==> src/rtl/chess_clock_ctrl_pkg.sv <==
// Shared types for the chess clock: FSM states, player encoding, time width.
package chess_clock_ctrl_pkg;

  localparam int SECS_W = 12;

  typedef enum logic [2:0] {
    CLK_IDLE,
    CLK_RUN_WHITE,
    CLK_RUN_BLACK,
    CLK_PAUSED,
    CLK_TIMEOUT
  } clock_state_t;

  typedef enum logic {
    WHITE = 1'b0,
    BLACK = 1'b1
  } player_t;

  // Add with saturation at the top of the time range.
  function automatic logic [SECS_W-1:0] sat_inc(input logic [SECS_W-1:0] v, input int inc);
    logic [SECS_W:0] s;
    s = {1'b0, v} + (SECS_W+1)'(inc);
    return s[SECS_W] ? '1 : s[SECS_W-1:0];
  endfunction

endpackage

==> src/rtl/chess_clock_ctrl_sec_prescaler.sv <==
// One-second prescaler: counts 0..CLK_FREQ_HZ-1 while enabled, pulses tick at terminal count.
module sec_prescaler #(
  parameter int CLK_FREQ_HZ = 50_000_000
) (
  input  logic clk,
  input  logic reset_n,
  input  logic en,
  input  logic clr,
  output logic tick
);

  localparam int CW = $clog2(CLK_FREQ_HZ);
  localparam logic [CW-1:0] TERM = CW'(CLK_FREQ_HZ - 1);

  logic [CW-1:0] cnt;

  // A clear in the same cycle swallows the terminal-count tick.
  assign tick = en && !clr && (cnt == TERM);

  always_ff @(posedge clk or negedge reset_n) begin
    if (!reset_n)    cnt <= '0;
    else if (clr)    cnt <= '0;
    else if (en)     cnt <= (cnt == TERM) ? '0 : cnt + 1'b1;
  end

endmodule

==> src/rtl/chess_clock_ctrl.sv <==
// Two-player chess clock / turn sequencer with sticky timeout flags.
// Define CHESS_CLOCK_INCREMENT_EN to add INC_SECONDS to the mover's time on each move.
module chess_clock_ctrl
  import chess_clock_ctrl_pkg::*;
#(
  parameter int CLK_FREQ_HZ   = 50_000_000,
  parameter int START_SECONDS = 600,
  parameter int INC_SECONDS   = 5
) (
  input  logic              clk,
  input  logic              reset_n,
  input  logic              start,
  input  logic              move_done,
  input  logic              pause,
  input  logic              local_is_white,
  output logic              turn,
  output logic [SECS_W-1:0] white_secs,
  output logic [SECS_W-1:0] black_secs,
  output logic              running,
  output logic              timeout_won,
  output logic              timeout_lost,
  output logic              tick_1hz
);

`ifdef CHESS_CLOCK_INCREMENT_EN
  localparam bit INC_EN = 1'b1;
`else
  localparam bit INC_EN = 1'b0;
`endif

  localparam logic [SECS_W-1:0] START_T = SECS_W'(START_SECONDS);

  clock_state_t      state, state_n;
  player_t           turn_q, turn_n, side;
  logic [SECS_W-1:0] white_q, white_n, black_q, black_n, act;
  logic              won_q, won_n, lost_q, lost_n;
  logic              lw_q, lw_n;
  logic              presc_en, presc_clr, presc_tick;

  assign presc_en  = (state == CLK_RUN_WHITE) || (state == CLK_RUN_BLACK);
  assign presc_clr = (state == CLK_IDLE) || (state == CLK_TIMEOUT) || (presc_en && move_done);

  sec_prescaler #(.CLK_FREQ_HZ(CLK_FREQ_HZ)) u_presc (
    .clk     (clk),
    .reset_n (reset_n),
    .en      (presc_en),
    .clr     (presc_clr),
    .tick    (presc_tick)
  );

  always_comb begin
    state_n = state;
    turn_n  = turn_q;
    white_n = white_q;
    black_n = black_q;
    won_n   = won_q;
    lost_n  = lost_q;
    lw_n    = lw_q;
    side    = (state == CLK_RUN_BLACK) ? BLACK : WHITE;
    act     = (side == BLACK) ? black_q : white_q;
    case (state)
      CLK_IDLE: begin
        if (start) begin
          state_n = CLK_RUN_WHITE;
          turn_n  = WHITE;
          lw_n    = local_is_white;
          white_n = START_T;
          black_n = START_T;
        end
      end
      CLK_RUN_WHITE, CLK_RUN_BLACK: begin
        if (move_done) begin
          // Move wins over a coincident tick; the pending second is dropped.
          turn_n  = (side == WHITE) ? BLACK : WHITE;
          state_n = pause ? CLK_PAUSED : ((side == WHITE) ? CLK_RUN_BLACK : CLK_RUN_WHITE);
          if (INC_EN) begin
            if (side == WHITE) white_n = sat_inc(white_q, INC_SECONDS);
            else               black_n = sat_inc(black_q, INC_SECONDS);
          end
        end else begin
          if (presc_tick) begin
            if (side == WHITE) white_n = white_q - 1'b1;
            else               black_n = black_q - 1'b1;
            if (act == SECS_W'(1)) begin
              state_n = CLK_TIMEOUT;
              if ((side == WHITE) == lw_q) lost_n = 1'b1;
              else                         won_n  = 1'b1;
            end
          end
          if (pause && (state_n != CLK_TIMEOUT)) state_n = CLK_PAUSED;
        end
      end
      // turn always names the side to resume, so it doubles as the saved side.
      CLK_PAUSED: begin
        if (pause) state_n = (turn_q == BLACK) ? CLK_RUN_BLACK : CLK_RUN_WHITE;
      end
      default: ;
    endcase
  end

  always_ff @(posedge clk or negedge reset_n) begin
    if (!reset_n) begin
      state    <= CLK_IDLE;
      turn_q   <= WHITE;
      white_q  <= START_T;
      black_q  <= START_T;
      won_q    <= 1'b0;
      lost_q   <= 1'b0;
      lw_q     <= 1'b1;
      tick_1hz <= 1'b0;
    end else begin
      state    <= state_n;
      turn_q   <= turn_n;
      white_q  <= white_n;
      black_q  <= black_n;
      won_q    <= won_n;
      lost_q   <= lost_n;
      lw_q     <= lw_n;
      tick_1hz <= presc_tick;
    end
  end

  assign turn         = turn_q;
  assign white_secs   = white_q;
  assign black_secs   = black_q;
  assign running      = presc_en;
  assign timeout_won  = won_q;
  assign timeout_lost = lost_q;

endmodule
==> config.mk <==
export PLATFORM = sky130hd
export DESIGN_NAME = chess_clock_ctrl
export DESIGN_NICKNAME = d
export VERILOG_FILES = /design/src/rtl/chess_clock_ctrl_pkg.sv /design/src/rtl/chess_clock_ctrl_sec_prescaler.sv /design/src/rtl/chess_clock_ctrl.sv
export SDC_FILE = /design/constraint.sdc
export NUM_CORES = 1
export LEC_CHECK = 0
export ABC_AREA = 1
export BUFFER_PORTS_ARGS = -buffer_cell sky130_fd_sc_hd__buf_2
export CORE_ASPECT_RATIO = 0.8
export CORE_MARGIN = 1.5
export CORE_UTILIZATION = 54
export DETAILED_ROUTE_END_ITERATION = 12
export PLACE_DENSITY = 0.77
export SKIP_CTS_REPAIR_TIMING = 1
export SYNTH_ARGS = -nofsm -noshare
export SYNTH_HDL_FRONTEND = slang
export SYNTH_HIERARCHICAL = 1
export SYNTH_SLANG_ARGS = --single-unit
export TNS_END_PERCENT = 5
==> constraint.sdc <==
create_clock -name clk -period 2.2 [get_ports clk]
set_input_delay 0.33 -clock clk [delete_from_list [all_inputs] [get_ports clk]]
set_output_delay 0.33 -clock clk [all_outputs]
set_load 0.02 [all_outputs]
; ---- After elaboration in Yosys (flattened, before gate mapping)
; Cells that the tools add are included.
[word_totals]
elab_cells = 80
ram_bits = 0
rom_bits = 0
latch_bits = 0
n_memories = 0
in_bits = 6
ff_bits = 58
[classes]
order_cmp = 0
multipliers = 0
bitwise_logic = 3
eq_ne = 15
reduce_logical = 20
div_mod_pow = 0
addsub = 3
muxes = 30
shifts = 0
[ops]
columns = operator, n
row1 = $mux 12, 8
row2 = $mux 26, 3
row3 = $pmux 12 s2, 2
row4 = $add 26x1->26 const B, 1
row5 = $eq 26x26->1 const B, 1
row6 = $mux 3, 8
row7 = $sub 12x1->12 const B, 2
row8 = $reduce_and 5->1, 4
row9 = $ne 2x2->1 const B, 7
row10 = $eq 12x1->1 const B, 1
row11 = $pmux 3 s3, 1
row12 = $eq 3x2->1 const B, 2
row13 = $mux 2, 3
row14 = $reduce_and 3->1, 2
row15 = $logic_and 1x1->1, 4
row16 = $mux 1, 4
row17 = $reduce_bool 2->1, 2
row18 = $eq 3x1->1 const B, 1
row19 = $eq 3x3->1 const B, 1
row20 = $logic_not 3->1, 1
row21 = $logic_or 1x1->1, 3
row22 = $ne 3x3->1 const B, 1
row23 = $not 1->1, 3
row24 = $reduce_bool 3->1, 1
row25 = other kinds (5), 5

; ---- Longest topological paths before layout
[depth]
ltp_word = 15
ltp_mapped = 16

; ---- Cells and area by module
; Netlist, hierarchy kept.
[modules_own_cells]
columns = module, cells_per_inst, n_inst, area_per_inst_um2
row1 = chess_clock_ctrl, 275, 1, 2023.2
row2 = sec_prescaler, 233, 1, 1691.6

; ---- Worst setup path before layout
; Ideal clock, no wire load.
[synth_path]
kind = register -> register
start = register state[1]
end = register black_q[7], in the netlist black_secs[7]
stages_incl_launch_ff = 17
period_less_slack_ps = 2446
arrival_time_ps = 2370
t_required_ps = 2124
setup_time_ps = 76
setup_slack_ps = -246
cell_sequence = dfrtp_1 -> inv_2 -> nand3_2 -> nand2_4 -> buf_4 -> buf_2 -> inv_1 -> nor2_1 -> inv_1 -> nor2_1 -> inv_1 -> nand2_1 -> nand3_2 -> nor2_8 -> buf_6 -> nand4_1 -> o21ai_1
[synth_between]
elab_chain_len = 9
elab_cells_between_ends = 20
cone_classes = eq/ne (7) / mux (2) / reduce/logical (11)
[synth_rtl]
columns = item, line
row1 = "start, declared", chess_clock_ctrl.sv:33  ; clock_state_t state, state_n;
row2 = "start signal, assigned", chess_clock_ctrl.sv:112  ; state <= state_n;
row3 = $eq 3x1->1 / $eq 3x2->1 (equally long branches), chess_clock_ctrl.sv:40  ; assign presc_en = (state == CLK_RUN_WHITE) || (state == CLK_RUN_BLACK);
row4 = $logic_or 1x1->1 *, chess_clock_ctrl.sv:40
row5 = net running, chess_clock_ctrl.sv:19  ; output logic running,
row6 = $logic_and 1x1->1, chess_clock_ctrl.sv:41  ; assign presc_clr = (state == CLK_IDLE) || (state == CLK_TIMEOUT) || (presc_en && move_done);
row7 = $logic_or 1x1->1, chess_clock_ctrl.sv:41
row8 = $logic_not 1->1, chess_clock_ctrl_sec_prescaler.sv:18  ; assign tick = en && !clr && (cnt == TERM);
row9 = $logic_and 1x1->1 * (2 in a row), chess_clock_ctrl_sec_prescaler.sv:18
row10 = net presc_tick, chess_clock_ctrl.sv:38  ; logic presc_en, presc_clr, presc_tick;
row11 = $ne 2x2->1 (no line) *, -
row12 = $reduce_and 5->1 (no line) *, -
row13 = "end signal, assigned", chess_clock_ctrl.sv:115  ; black_q <= black_n;
row14 = "end, declared", chess_clock_ctrl.sv:35  ; logic [SECS_W-1:0] white_q, white_n, black_q, black_n, act;
; Mark *: on every way through the listed nets, which the timed path passes. The rest lies on a longest branch.
; A chain may end at the register's enable or synchronous reset.

; ---- Worst setup path after layout
[layout_path]
start = register u_presc.cnt[15]
end = register black_q[0], in the netlist black_secs[0]
[layout_between]
elab_chain_len = 4
[layout_rtl]
columns = item, line
row1 = "start, declared", chess_clock_ctrl_sec_prescaler.sv:15  ; logic [CW-1:0] cnt;
row2 = "start signal, assigned", chess_clock_ctrl_sec_prescaler.sv:23  ; else if (en) cnt <= (cnt == TERM) ? '0 : cnt + 1'b1;
row3 = $eq 26x26->1, chess_clock_ctrl_sec_prescaler.sv:18
row4 = $logic_and 1x1->1, chess_clock_ctrl_sec_prescaler.sv:18
row5 = net presc_tick, chess_clock_ctrl.sv:38
row6 = $ne 2x2->1 (no line), -
row7 = $reduce_and 5->1 (no line), -
; The timed path passes the listed nets, and every way through them passes these cells.

==> metrics.md <==
| Metric | Value |
|---|---|
| # diodes | `0` |
| Maximum clock rate | `just under 0.5 GHz` |
| Synthesized instance count | `around 510` |
| DR WL/cell | `about 14 um` |
| Failing checks | `negative hold slack` |
| Slew @ Worst Pin | `roughly 0.41 ns` |
| DR vias | `~3600` |
| Endpoint class of the critical path | `flop` |
| GRT Util Overall | `0.255` |
| Post-synth ARST share | `1.00` |
| Die Span X | `95.7 um` |
| Leak Pwr | `about 1.9 nW` |
| Mux contribution to synthesized area | `0` |
| Die Height | `77.2 um` |
| Post-route DRC | `0` |
| Dpl hpwl | `6.36 mm` |
| Critical path data required time | `~2.4 ns` |
| Xor/xnor share of the synthesized area | `0.0401` |
| Final Hold Viols | `9` |
| Synthesized net count | `517` |
| Clock Path Buffers | `2` |
| Final WS setup | `between 0.1 and 0.15 ns` |
| CP arrival | `about 2.3 ns` |
| Post-Route WL | `9.02 mm` |
| Initial antenna violation count | `0` |
| Final hold slack | `-0.0115 ns` |
| Sink Count | `58` |
| Outcome | `complete, but fails checks` |
| Vias in the first global route | `between 3000 and 4000` |
| Top cell type's share of synthesized area | `0.330` |
| Crit path time final | `just over 2 ns` |
| Post-DRT Antenna Nets | `0` |
| Ys flop type | `dfrtp_1` |
| Via density | `5.51` |
| Clock latency on the worst-skew pair | `roughly 0.35 ns` |
| Crit Path Max Fanout | `6` |
| Avg Cell Area, Syn | `roughly 7.3 um^2` |
| Worst-path clk slew | `0.07 ns` |
| Total negative slack | `0 ns` |
| Hold Crit Class | `input pin to asynchronous set/reset pin` |
| Cell Area, Placed | `approximately 4000 um^2` |
| CTS Root Cell | `clkbuf_8` |
| Synth warn | `6` |
| Post-Synth Adder-Cell Area | `0.0101` |
| Place WS | `-0.00991 ns` |
| Post-Syn Area | `3710 um^2` |
| Final setup violation count | `0` |
| VDD IR max | `0.334 mV` |
| Fin nets | `575` |
| Synth Area in Compound Gates | `0.109` |
| Core ar. | `around 6500 um^2` |
| Row cnt | `26` |
| Worst setup path category | `flop to flop` |
| Number of H-tree levels | `3` |
| First-pass DRT Iterations | `6` |
| Top-Level Pins | `35` |
| Max_cap viols | `0` |
| Final period util | `0.939` |
| Largest net degree at the start of global routing | `31` |
| Synth cell count leaders | `nand2_1 (123), inv_1 (62), nor2_1 (61)` |
| Total power | `between 1.5 and 2 mW` |
| Yosys top cell by area | `dfrtp_1` |
| Area growth from synthesis to layout | `16.0%` |
| Post-synth EDFFs | `0` |
| Post-synth cell types | `36` |
| Pins over their slew limit | `0` |
| Seq/Total Area, Yosys | `0.394` |
| Headroom to the max-slew limit | `0.728` |
| Layout cells sized above 1 | `0.215` |
| First-pass GRT wire length | `14.8 mm` |
| Setup Skew | `roughly 0.011 ns` |
| Die Footprint | `around 7400 um^2` |
| Most frequent cell after synthesis | `nand2_1` |
| Global route total overflow | `0` |
| Largest family of logic cells by synthesized area | `simple AND/OR/NAND/NOR gates` |
| IO Port Bufs | `34` |
| Top cells by area, synth | `dfrtp_1 (33%), nand2_1 (12%), dfstp_2 (6.4%)` |
| DRT iter0 DRCs | `330` |
| Initial Util | `0.571` |
| CTS tree | `yes` |
| #FFs+latches synth | `58` |
| Simple-Gate Fraction of Synth Area | `0.355` |
| Final Cell Area | `about 4300 um^2` |
| Crit start category | `flop` |
| Placer Congestion | `roughly 0.92` |
| Pwr Density | `approximately 460 nW/um^2` |
| TritonCTS Buffers | `9` |
[path summary, 6_finish.rpt]
| kind | start | endpoint | slack [ns] | cells after the start |
|---|---|---|---|---|
| max | u_presc/cnt[15] | black_secs[0] | 0.13 | 14 |
| min | reset_n | u_presc/cnt[21] | -0.01 | 2 |
| max reg2reg | u_presc/cnt[15] | black_secs[0] | 0.13 | 14 |
| min reg2reg | lw_q | lw_q | 0.48 | 2 |
| max in group asynchronous | reset_n | black_secs[6] | 1.85 | 2 |
| min in group clk | local_is_white | lw_q | 0.20 | 3 |
[routing by layer]
metal  wire, um  track usage
met1       4050        0.361
met2       4140        0.375
met3        736       0.0714
met4         91       0.0794
met5          0            0
[cell families after synthesis]
logic type | after synthesis
flip-flops | 58
adder cells (fa/ha/maj) | 3
AO/OA/AOI/OAI | 74
buffers and inverters | 79
AND/OR/NAND/NOR | 277
XOR/XNOR | 17
[report_power, final]
part / internal, mW / switching, mW
combinational: 0.00627 / 0.0244
clock: 0.470 / 0.425
sequential: 1.07 / 0
total: 1.54 / 0.449
[worst max-delay path, stage by stage, from the launching register on]
cell and delay (ns):
dfrtp_1 0.47, nand2_2 0.12, inv_2 0.06, nand2_1 0.07, nor2_1 0.09, nand2_1 0.08
nor2_2 0.14, inv_2 0.07, nor2_2 0.09, inv_1 0.06, nand2_1 0.11, nand3_4 0.14
nor2_4 0.20, buf_4 0.17, o21ai_1 0.06
[cells in the final DEF (no fill, tap or decap), types with 5 or more instances in the layout]
cell type / n
nor2_2: 5
inv_2: 6
dfstp_2: 9
buf_2: 35
nand2_1: 122
o21ai_0: 26
a21oi_1: 11
o22ai_1: 8
nand3_1: 38
clkbuf_8: 11
nor2_1: 59
xor2_1: 14
nor2_4: 10
dfrtp_1: 47
buf_4: 17
o21ai_1: 20
inv_1: 62
nand4_1: 21
nand2_4: 5
nand2_2: 7
[flip-flops by register name, summed over array words and instances, names as in the netlist]
signal,flops
timeout_won,1
state,3
timeout_lost,1
lw_q,1
white_secs,12
tick_1hz,1
turn,1
u_presc/cnt,26
black_secs,12
[stage by stage]
step / instances / utilization
floorplan: 508 / -
global placement: 630 / 0.618
detailed placement: 630 / 0.618
CTS: 646 / 0.644
global route: 655 / 0.662
finish: 655 / 0.662
[layout make-up]
class	count	area [um^2]
inverters	70	265
multi-input cells	373	1970
fillers	550	2200
well taps	84	105
flip-flops and latches	58	1470
clock buffers	14	163
clock inverters	2	12.5
repair buffers	54	325
Power figures use the tool's default switching activity.
